### config.mk
export PLATFORM = sky130hd
export DESIGN_NAME = router_egress
export DESIGN_NICKNAME = d
export VERILOG_FILES = /design/src/rtl/router_pkg.sv /design/src/rtl/egress_buf.sv /design/src/rtl/router_egress.sv
export SDC_FILE = /design/constraint.sdc
export NUM_CORES = 1
export LEC_CHECK = 0
export BUFFER_PORTS_ARGS = -buffer_cell sky130_fd_sc_hd__buf_4
export CAP_MARGIN = 0
export CORE_MARGIN = 2
export CORE_UTILIZATION = 30
export CTS_CLUSTER_SIZE = 12
export DETAILED_ROUTE_END_ITERATION = 8
export PLACE_DENSITY = 0.6
export REMOVE_ABC_BUFFERS = 1
export SLEW_MARGIN = 20
export SYNTH_ARGS = -nofsm -noshare
export SYNTH_HDL_FRONTEND = slang
export SYNTH_SLANG_ARGS = --single-unit
### constraint.sdc
create_clock -name clk -period 6.15 [get_ports clk]
set_input_delay 0.615 -clock clk [delete_from_list [all_inputs] [get_ports clk]]
set_output_delay 0.615 -clock clk [all_outputs]
set_load 0.005 [all_outputs]
### src/rtl/router_pkg.sv
// Shared router definitions: flit geometry, header length field and egress framing states.
package router_pkg;

  localparam int FLIT_W  = 64;
  localparam int LEN_LSB = 0;
  localparam int LEN_W   = 8;

  typedef enum logic {
    HEAD = 1'b0,
    BODY = 1'b1
  } egress_state_t;

  // A zero length field still describes a one-flit (header only) packet.
  function automatic logic [LEN_W-1:0] eff_len(input logic [LEN_W-1:0] len);
    return (len == '0) ? LEN_W'(1) : len;
  endfunction

endpackage

### src/rtl/egress_buf.sv
// Two-entry in-order flit buffer; push and pop may both happen in one cycle.
module egress_buf #(
  parameter int WIDTH = 64
) (
  input  logic             clk,
  input  logic             reset,
  input  logic             push,
  input  logic [WIDTH-1:0] push_data,
  input  logic             pop,
  output logic [WIDTH-1:0] head,
  output logic [1:0]       count
);

  logic [WIDTH-1:0] mem [2];
  logic             wr_ptr;
  logic             rd_ptr;

  // Entries reset to zero so the head reads 0 until the first capture.
  always_ff @(posedge clk or posedge reset) begin
    if (reset) begin
      mem[0] <= '0;
      mem[1] <= '0;
      wr_ptr <= 1'b0;
      rd_ptr <= 1'b0;
      count  <= 2'd0;
    end else begin
      if (push) begin
        mem[wr_ptr] <= push_data;
        wr_ptr      <= ~wr_ptr;
      end
      if (pop) begin
        rd_ptr <= ~rd_ptr;
      end
      count <= count + {1'b0, push} - {1'b0, pop};
    end
  end

  assign head = mem[rd_ptr];

endmodule

### src/rtl/router_egress.sv
// Egress stage: credit-limited FIFO reads into a 2-flit buffer plus HEAD/BODY framing.
// Optional macro ROUTER_EGRESS_STATS_EN adds a 32-bit completed-packet counter (pkt_count).
//
// Handshake: a flit moves downstream on a rising edge where out_valid and out_ready are
// both high; while out_valid is high and out_ready low, out_data/out_sop/out_eop hold.
module router_egress
  import router_pkg::*;
#(
  parameter int WIDTH = FLIT_W
) (
  input  logic             clk,
  input  logic             reset,
  input  logic             empty,
  output logic             pop,
  input  logic [WIDTH-1:0] mem_rd_data,
  output logic             out_valid,
  input  logic             out_ready,
  output logic [WIDTH-1:0] out_data,
  output logic             out_sop,
  output logic             out_eop,
  output egress_state_t    state
`ifdef ROUTER_EGRESS_STATS_EN
  ,
  output logic [31:0]      pkt_count
`endif
);

  logic [1:0]       buf_count;
  logic [1:0]       inflight;
  logic             capture;
  logic             xfer;
  logic [LEN_W-1:0] len_eff;
  logic [LEN_W-1:0] remaining;

  assign out_valid = (buf_count != 2'd0);
  assign xfer      = out_valid & out_ready;
  // Read data returns one cycle after its pop, so at most one read is ever in flight.
  assign capture   = (inflight != 2'd0);
  assign pop       = !empty &&
                     (({1'b0, buf_count} + {1'b0, inflight} - {2'b00, xfer}) < 3'd2);

  always_ff @(posedge clk or posedge reset) begin
    if (reset) begin
      inflight <= 2'd0;
    end else begin
      inflight <= inflight + {1'b0, pop} - {1'b0, capture};
    end
  end

  egress_buf #(
    .WIDTH(WIDTH)
  ) u_buf (
    .clk      (clk),
    .reset    (reset),
    .push     (capture),
    .push_data(mem_rd_data),
    .pop      (xfer),
    .head     (out_data),
    .count    (buf_count)
  );

  assign len_eff = eff_len(out_data[LEN_LSB +: LEN_W]);

  always_ff @(posedge clk or posedge reset) begin
    if (reset) begin
      state     <= HEAD;
      remaining <= '0;
    end else if (xfer) begin
      case (state)
        HEAD: begin
          remaining <= len_eff - LEN_W'(1);
          if (len_eff > LEN_W'(1)) begin
            state <= BODY;
          end
        end
        BODY: begin
          remaining <= remaining - LEN_W'(1);
          if (remaining == LEN_W'(1)) begin
            state <= HEAD;
          end
        end
        default: state <= HEAD;
      endcase
    end
  end

  assign out_sop = out_valid && (state == HEAD);
  assign out_eop = out_valid &&
                   (((state == HEAD) && (len_eff == LEN_W'(1))) ||
                    ((state == BODY) && (remaining == LEN_W'(1))));

`ifdef ROUTER_EGRESS_STATS_EN
  always_ff @(posedge clk or posedge reset) begin
    if (reset) begin
      pkt_count <= 32'd0;
    end else if (xfer && out_eop) begin
      pkt_count <= pkt_count + 32'd1;
    end
  end
`endif

endmodule

==> results of run 1 <==
## where the power goes
group          internal [uW]  switching [uW]  total, uW
Clock                    698             422       1120
Combinational           1230             717       1950
Sequential              1420             319       1740
Total                   3350            1460       4810
## stage by stage
| stage | instance area (sq um) | total power, uW | hold slack, ns |
|---|---|---|---|
| 2_1_floorplan | 6500 | 2890 | 0.473 |
| 3_3_place_gp | 7920 | 3660 | 0.481 |
| 3_5_place_dp | 7920 | 3740 | 0.490 |
| 4_1_cts | 8560 | 4890 | 0.351 |
| 5_1_grt | 8560 | 5150 | 0.351 |
| 6_report | 8560 | 4810 | 0.302 |
## cell families after synthesis
kind of cell               synth area share (%)
DFF                                        53.7
muxes                                      32.4
xor gates and xnor gates                   1.18
buffers and inverters                      3.19
and+or+nand+nor                            4.39
AOI/OAI and AO/OA                          3.40
adders and majority gates                  1.80
## Yosys cell counts (all sizes together) (2+ instances only)
library cell	n
nor3b	5
a21oi	4
nand3	3
o211ai	2
or3	2
o21bai	2
nand2	8
nor2	11
buf	23
xnor2	6
nor4	3
mux2i	2
nor3	9
xor2	3
dfrtp	143
mux2	190
a211oi	2
inv	12
o21ai	10
ha	8
o22ai	4
## routing by layer
layer / part of all wire, % / up-vias / wire length [um]
li1: - / 1985 / -
met1: 41 / 2184 / 5910
met2: 51 / 106 / 7380
met3: 6.5 / 19 / 937
met4: 1.4 / 0 / 205
met5: 0 / - / 0
## area by class of cell
class,instances,area [sq um]
antenna,1,2.50
clock buffer,18,439
clock inverter,14,203
fill,2087,13300
inverter,13,53.8
multi-input combinational,294,2890
sequential,143,3580
tap,280,350
timing repair buffer,139,1040
## registers in the layout (all words and copies together) (netlist names)
| signal | flops |
|---|---|
| remaining | 8 |
| u_buf.count | 2 |
| u_buf.mem | 128 |
| u_buf.wr_ptr | 1 |
| u_buf.rd_ptr | 1 |
| inflight | 2 |
| state | 1 |
## worst paths after layout
kind | to | depth (start not counted)
worst max-delay path | pop | 9
worst min-delay path | u_buf.mem[50] | 2
worst max register to register | inflight[1] | 10
worst min register to register | u_buf.mem[31] | 1
max in group asynchronous | u_buf.rd_ptr | 3
min in group clk | u_buf.mem[106] | 2
==> impl_results.md, run 1 <==
- Vias/cell: roughly 4.8
- DRT Wirelength: 14400 um
- Total GRT Usage: 12.7%
- CTS tree: done
- Post-CTS setup buffer count: 0
- Final antenna-violating net count: 0
- CTS Hold Bufs: 0
- Cell taking the most area after synthesis: dfrtp_1
- Commonest non-fill, non-tap cell in the layout: mux2_2
- Initial Utilization: a little under a third
- Nets: around 690
- Die X: 153 um
- P&R area growth vs syn: 28.3%
- Port Buffer Count: between 100 and 150
- Core area: around 22000 sq um
- Worst setup slack after layout: around 2.1 ns
- Final setup violation count: 0
- Final GP Congestion: about 0.85
- Leak: between 0.003 and 0.004 uW
- Post-synth EDFFs: 0
- DRT iter0 DRCs: approximately 130
- Main synth FF type: dfrtp_1
- CP cell instances: o21ai_1 > clkinv_1 > ha_1 > inv_1 > nand2_1 > fa_1 > xnor2_1 > nor3b_1 > buf_4
- CP max-delay cell: o21ai_1
- Initial antenna violation count: 1
- Register area share after synthesis: between 50% and 60%
- Final Skew: roughly 0.0052 ns
- DIE AREA: 23400 sq um
- Via count: around 4300
- Crit path max fanout: 13
- H-tree levels: 4
- VDD IR-drop max: 0.000250 V
- Setup TNS: 0 ns
- Data arrival time of the worst path: roughly 3.4 ns
- Syn Std Cell Area: about 6700 sq um
- M1 GR Usage: around 15%
- Post_cts resized: 0
- M2 GR Usage: ~22%
- Setup repair after global routing missed its margin: no
- First-pass GRT wire length: 24000 um
- Power Density: approximately 560 nW/um^2
- Worst skew pair latency: 0.41 ns
- Status: finished clean
- Dpl hpwl: roughly 9500 um
- TritonCTS Buffers: 17
- Synthesis-stage register bit count: 143
- Grt total ovfl: 0
- Share of the synthesized area in the top cell type: roughly 54%
- Max Cap Viol: 0
- Post-Synthesis Cells: between 400 and 500
- Final std cells w/o fill: 902
- Clk buf depth: 2
- Reg2Reg Launch Point: u_buf.count[1]
- 1st-pass router iterations: 4
- Top achievable clock speed: about 0.25 GHz
- Busiest grt layer: met2
- Clock Pin Slew Worst Setup and Hold Paths: 0.06 ns
- Commonest cells after routing, fill and taps aside: mux2_2, dfrtp_1, buf_4, clkbuf_16
- Placed instance count: about 870
- Largest net degree at the start of global routing: between 80 and 90
- Routed len/inst: about 16 um
- Max transition margin: between 30% and 40%
- Root buffer cell: clkbuf_16
- Final core utilization: between 30% and 40%
- Largest delay share family, worst path: adder cells
- Count of buffer and inverter cells on the critical path: 3
- Number of synthesis warnings: 0
- Slew Viols, Final: 0
- Crit share post-route: between 60% and 70%
- Vias in the first global route: between 4000 and 5000
- Count of cell types in the netlist: between 40 and 50
- Worst-margin pin slew: about 1 ns
- Clk sink count: around 140
- Setup WS pre-CTS: 2.40 ns
- Top area cells in the synthesized netlist: dfrtp_1, mux2_2, ha_1, buf_4, xnor2_1
- Final-report hold violation count: 0
- Crit path from: u_buf.count[1]
- DRC: 0
- Mean Syn Cell Area: between 10 and 15 sq um
- Share of cells above drive strength 1: 59.4%
- Critical path class: register to primary output
- Crit path capture type: primary output
- Worst hold path type: input port to asynchronous set/reset pin
- Reg2Reg Setup Slack: about 2.9 ns
- CP Data Required Time: ~5.5 ns
- Row count: 54
- Asr flop ratio synth: 100%
- Min cycle time layout: 4.05 ns
- Ports: roughly 140
- GRT met3 Usage: under 10%
- Chip height: between 150 and 200 um
- Crit-path max cell delay: roughly 0.67 ns
- Startpoint class of the critical path: register
Power figures use the tool's default switching activity.
==> run 2, diff against run 1 <==
Settings changed: PLACE_DENSITY 0.6 to 0.62.
Clock period 6.15 ns to 3.3 ns, I/O delays scaled along.
==> run 2 against run 1 <==
Register-to-register slack lost 2.1 ns. Clock power grew 70%. Worst hold slack lost 0.24 ns. Via count grew 1.4%. Critical endpoint unchanged. Sequential power grew 86%. Cell count grew 0.33%. Non-clock buffer count grew 4. Largest power group unchanged. Sequential cell count is the same. Setup slack lost 1.8 ns. Final area is essentially flat. Die area is the same.
==> impl_results.md, run 2 (synthesis results as in run 1) <==
- Status: finished clean
- # fillers: 2100 (+0.62%)
- Final Cell Area: 8560 sq um (about the same)
- CP Data Required Time: 2.97 ns (-2.56 ns)
- Row count: 54 (unchanged)
- Total GRT Usage: 13.3% (+0.60 points)
- Commonest cells after routing, fill and taps aside: mux2_2, dfrtp_1, buf_4, clkbuf_16
- Die X: 153 um (unchanged)
- Setup repair after global routing missed its margin: no
- Crit share post-route: approximately nine tenths
- Core area: 21800 sq um (unchanged)
- Dpl hpwl: 9850 um (+3.4%)
- Root buffer cell: clkbuf_16
- DRT iter0 DRCs: 120 (-10%)
- CTS Hold Bufs: 0 (unchanged)
- Antenna Cells: 0 (-1)
- Ports: 137 (unchanged)
- Commonest non-fill, non-tap cell in the layout: mux2_2
- Vias in the first global route: 5023 (+5.5%)
- Routed len/inst: 16.4 um (+2.5%)
- TritonCTS Buffers: 17 (unchanged)
- Min cycle time layout: 3.04 ns
- 1st-pass router iterations: 4 (unchanged)
- First-pass GRT wire length: 25000 um (+4.2%)
- Area after DPL: 7970 sq um (+0.70%)
- Grt total ovfl: 0 (unchanged)
- Final GP Congestion: 0.793 (-7.1%)
- Max FFs per register: 128 (unchanged)
- Largest register by flop count: u_buf.mem
- Post-CTS setup buffer count: 0 (unchanged)
- Hold WS: 0.0645 ns (-0.237 ns)
- Power Density: 1030 nW/um^2 (+84%)
- Max transition margin: 49.7% (+17 points)
- Vias/cell: 4.81 (+1.1%)
- Post_cts resized: 0 (unchanged)
- Storage cell area: 3580 sq um (unchanged)
- Chip height: 153 um (unchanged)
- Max Cap Viol: 0 (unchanged)
- Slew Viols, Final: 0 (unchanged)
- Placed instance count: 873 (+0.46%)
- Final setup violation count: 0 (unchanged)
- Startpoint class of the critical path: register
- Clk sink count: 143 (unchanged)
- Total chip power: 8850 uW (+84%)
- Final core utilization: 39.2% (about the same)
- Clock Pin Slew Worst Setup and Hold Paths: 0.07 ns (about the same)
- P&R area growth vs syn: 28.3% (about the same)
- Multi-input gate area: 2890 sq um (unchanged)
- Clk buf depth: 2 (unchanged)
- Worst hold path type: input port to asynchronous set/reset pin
- Reg2Reg Setup Slack: 0.77 ns (-2.12 ns)
- Nets: 689 (+0.58%)
- Data arrival time of the worst path: 2.71 ns (-0.72 ns)
- VDD IR-drop max: 0.000404 V (+62%)
- CTS tree: done
- H-tree levels: 4 (unchanged)
- Worst Reg-to-Reg Cells: 10 (unchanged)
- Top flop regs: u_buf.mem (128), remaining (8)
- DIE AREA: 23400 sq um (unchanged)
- DRT Wirelength: 14900 um (+2.8%)
- Crit path max fanout: 8 (-5)
- Via count: 4356 (+1.4%)
- Largest net degree at the start of global routing: 110 (+34%)
- Initial antenna violation count: 0 (-1)
- DRC: 0 (unchanged)
- Crit path capture type: primary output
- Worst-margin pin slew: 0.755 ns (-0.248 ns)
- Reg-to-Reg End: inflight[1]
- Final std cells w/o fill: 905 (+0.33%)
- Final antenna-violating net count: 0 (unchanged)
- Top achievable clock speed: roughly 0.33 GHz
- Initial Utilization: 30.6% (unchanged)
- Reg2Reg Launch Point: u_buf.count[1]
- Final-report hold violation count: 0 (unchanged)
- Final Skew: 0.00885 ns (+0.00362 ns)
- Share of cells above drive strength 1: 59.7% (+0.26 points)
- Worst skew pair latency: 0.42 ns (about the same)
- Leak: 0.00376 uW (+0.18%)
- Critical path class: register to primary output
- Port Buffer Count: 136 (unchanged)
-- run 2: final cells by class --
class                           instances  share of cell area [%]
Clock buffer                           18                    5.13
Clock inverter                         14                    1.68
Inverter                               13                   0.658
Multi-Input combinational cell        294                    33.7
Sequential cell                       143                    41.9
Tap cell                              280                    4.09
Timing Repair Buffer                  143                    12.8
-- run 2: worst max path at each step --
| stage | startpoint | endpoint | cells past startpoint |
|---|---|---|---|
| detailed placement | u_buf.count[1] | pop | 9 |
| global route | u_buf.count[1] | pop | 9 |
| finish | u_buf.count[1] | pop | 9 |
| CTS | u_buf.count[1] | pop | 9 |
| global placement | u_buf.count[1] | pop | 9 |
| floorplan | reset | inflight[0] | 1 |
-- run 2: metal layers --
metal / part of all wire (%) / track usage, % / routed length, um
met4: 2.4 / 5.69 / 350
met1: 40 / 15.0 / 5920
met2: 51 / 22.8 / 7560
met3: 6.9 / 4.85 / 1020
met5: 0 / 0 / 0
-- run 2: power breakdown --
group | leakage [uW] | total (uW) | switching [uW] | internal (uW)
clock | 0.000287 | 1900 | 818 | 1080
sequential | 0.00167 | 3230 | 588 | 2640
combinational | 0.00181 | 3710 | 1390 | 2330
-- run 2: worst max-delay path: stages (launching register included) --
cell and delay, ns:
dfrtp_1 0.42, o21ai_1 0.20, clkinv_1 0.26, ha_1 0.34, inv_1 0.07, nand2_1 0.07
fa_1 0.38, xnor2_1 0.14, nor3b_1 0.26, buf_4 0.17
-- run 2: metrics by stage --
step / TNS (ns) / setup slack, ns
final: 0 / 0.265
after global routing: 0 / 0.0500
after CTS: 0 / 0.258
after detailed placement: 0 / 0.731
after global placement: 0 / 0.767
after floorplan: -124.26 / -0.868
==> run 3, diff against run 2 <==
Settings changed: PLACE_DENSITY 0.62 to 0.61, SYNTH_HIERARCHICAL set to 1.
==> run 3 against run 2 <==
Clock-buffer cell count increased by 3. Area after synthesis is 4.2% higher. Die area grew 4.1%. Fmax grew 2.5%. Synthesized cell count is 2.5% lower. Sequential power fell by 1%. Combinational power up 12%. Critical endpoint unchanged.
==> impl_results.md, run 3 <==
- Status: finished clean
- Multi-input gate area: 3080 sq um (+6.8%)
- 1st-pass router iterations: 4 (unchanged)
- Max FFs per register: 128 (unchanged)
- Top area cells in the synthesized netlist: dfrtp_1, mux2_2, mux2_4, buf_12, ha_1
- Commonest cells after routing, fill and taps aside: dfrtp_1, buf_4, mux2_2, mux2_4, clkbuf_16
- Worst skew pair latency: 0.42 ns (about the same)
- Vias/cell: 4.67 (-3.0%)
- Chip height: 156 um (+2.0%)
- Synthesis-stage register bit count: 143 (unchanged)
- Crit path max fanout: 17 (+9)
- Root buffer cell: clkbuf_16
- Row count: 55 (+1.9%)
- Die X: 156 um (+2.0%)
- Final setup violation count: 0 (unchanged)
- Clk sink count: 143 (unchanged)
- Largest net degree at the start of global routing: 98 (-11%)
- Max transition margin: 32.7% (-17 points)
- Largest register by flop count: u_buf/mem
- P&R area growth vs syn: 26.4%
- Nets: 679 (-1.5%)
- Sw frac: 30.6% (-0.96 points)
- Storage cell area: 3580 sq um (about the same)
- Syn Std Cell Area: 6950 sq um (+4.2%)
- Mean Syn Cell Area: 15.0 sq um (+6.9%)
- Worst hold path type: input port to register
- Initial antenna violation count: 0 (unchanged)
- Antenna Cells: 0 (unchanged)
- Setup WS pre-CTS: 0.688 ns (-0.0431 ns)
- Leak: 0.00393 uW (+4.6%)
- Count of cell types in the netlist: 42 (-14%)
- Core area: 22700 sq um (+4.1%)
- H-tree levels: 4 (unchanged)
- Routed len/inst: 17.0 um (+3.5%)
- Logic gate share of total power: 44.5% (+2.5 points)
- Commonest non-fill, non-tap cell in the layout: dfrtp_1
- Clock power share: 21.3% (-0.2 points)
- Internal: 6480 uW (+7.1%)
- Min cycle time layout: 2.96 ns (-0.0750 ns)
- Grt total ovfl: 0 (unchanged)
- Worst-margin pin slew: 1.01 ns (+0.256 ns)
- Crit share post-route: 89.7% (-2.3 points)
- Slew Viols, Final: 0 (unchanged)
- CTS tree: done
- Data arrival time of the worst path: 2.63 ns (-0.08 ns)
- Post-synth top cells: dfrtp_1, mux2_2, mux2_4, inv_1
- DRC: 0 (unchanged)
- Startpoint class of the critical path: register
- DRT Wirelength: 15200 um (+2.6%)
- Worst setup slack after layout: 0.340 ns (+0.0750 ns)
- Final core utilization: 38.7% (-0.55 points)
- Vias in the first global route: 4702 (-6.4%)
- Share of cells above drive strength 1: 60.5% (+0.78 points)
- DRT iter0 DRCs: 182 (+52%)
- # fillers: 2167 (+3.2%)
- Clock Pin Slew Worst Setup and Hold Paths: 0.06 ns (about the same)
- Cell taking the most area after synthesis: dfrtp_1
- Number of synthesis warnings: 6 (+6)
- Initial Utilization: 30.6% (+0.031 points)
- DIE AREA: 24400 sq um (+4.1%)
- Psw: 2860 uW (+2.4%)
- Port Buffer Count: 136 (unchanged)
- Share of the synthesized area in the top cell type: 51.5% (-2.1 points)
- Via count: 4190 (-3.8%)
- Setup repair after global routing missed its margin: no
- Critical path class: register to primary output
- Max Cap Viol: 0 (unchanged)
- Main synth FF type: dfrtp_1
- Final antenna-violating net count: 0 (unchanged)
- Clk buf depth: 2 (unchanged)
- Final GP Congestion: 0.786 (-0.92%)
- Crit path capture type: primary output
- Top achievable clock speed: 0.338 GHz (+2.5%)
- First-pass GRT wire length: 24800 um (-0.83%)
- Power Density: 1060 nW/um^2 (+2.9%)
- Setup TNS: 0 ns (unchanged)
- Register area share after synthesis: 51.5% (-2.1 points)
- Ports: 137 (unchanged)
- Top flop regs: u_buf/mem (128), remaining (8)
- Asr flop ratio synth: 100% (unchanged)
- Total GRT Usage: 13.2% (-0.15 points)
- Post-synth EDFFs: 0 (unchanged)
- Top-count cell post-synth: dfrtp_1
- Final-report hold violation count: 0 (unchanged)
- Final Skew: 0.0102 ns (+0.00131 ns)
- TritonCTS Buffers: 17 (unchanged)
- CP Data Required Time: 2.97 ns (about the same)
- Post-Synthesis Cells: 462 (-2.5%)
- Dpl hpwl: 10100 um (+2.1%)
- VDD IR-drop max: 0.000365 V (-9.6%)
- Sequential share of power: 34.2% (-2.3 points)
run 3: kinds of logic after synthesis:
kind of cell / synth area share [%]
and+or+nand+nor: 4.41
muxes: 34.5
adders and majority gates: 1.91
DFF: 51.5
buffers and inverters: 4.20
AOI/OAI and AO/OA: 2.32
xor gates and xnor gates: 1.13
run 3: power groups by stage:
stage	Sequential [uW]	Clock (uW)	Combinational, uW
6_report	3190	1990	4160
5_1_grt	3310	2150	4520
4_1_cts	3190	2060	4230
3_5_place_dp	3210	0	4210
3_3_place_gp	3130	0	4110
2_1_floorplan	3120	0	2610
run 3: worst max-delay path, stage by stage, from the launching register on:
cell and delay, ns:
dfrtp_1 0.41, o21ai_2 0.28, inv_2 0.20, ha_1 0.31, nand2b_1 0.15, fa_1 0.38, xnor2_1 0.15, nor3b_2 0.19
buf_4 0.14
run 3: path summary, 6_finish.rpt:
kind / cells past startpoint / endpoint / slack (ns) / start
worst min-delay path: 2 / u_buf/mem[39] / 0.14 / mem_rd_data[39]
worst max-delay path: 8 / pop / 0.34 / u_buf/count[0]
worst max register to register: 9 / inflight[1] / 0.82 / u_buf/count[0]
worst min register to register: 1 / u_buf/mem[41] / 0.48 / u_buf/mem[41]
max in group asynchronous: 4 / u_buf/mem[53] / 1.86 / reset
min in group asynchronous: 3 / remaining[7] / 0.51 / reset
run 3: final cells by class:
class / instances / area share (%)
flip-flops and latches: 143 / 40.8
multi-input cells: 282 / 35.1
repair buffers: 142 / 12.5
clock buffers: 21 / 5.36
well taps: 285 / 4.06
clock inverters: 9 / 1.54
inverters: 15 / 0.698
run 3: metal layers:
layer / global-route usage, % / routed length, um / up-vias / part of all wire [%]
met5: 0 / 0 / - / 0
met4: 4.33 / 197 / 0 / 1.3
met3: 4.67 / 784 / 16 / 5.1
met2: 22.4 / 7760 / 99 / 51
met1: 15.6 / 6490 / 2147 / 43
li1: - / - / 1928 / -
run 3: repair_timing:
action / CTS / global route
setup buffers: 0 / 0
endpoints found under the setup margin: 0 / 1
hold endpoints to repair: 11 / 0
hold buffers: 1 / 0
resized for setup: 0 / 1
run 3: stage by stage:
stage | hold WS [ns] | area (sq um) | cells | total power, uW
after floorplan | 0.182 | 6710 | 440 | 5730
after global placement | 0.379 | 8160 | 866 | 7250
after detailed placement | 0.392 | 8160 | 866 | 7420
after CTS | 0.115 | 8770 | 897 | 9480
after global routing | 0.116 | 8780 | 897 | 9980
final | 0.144 | 8780 | 897 | 9340
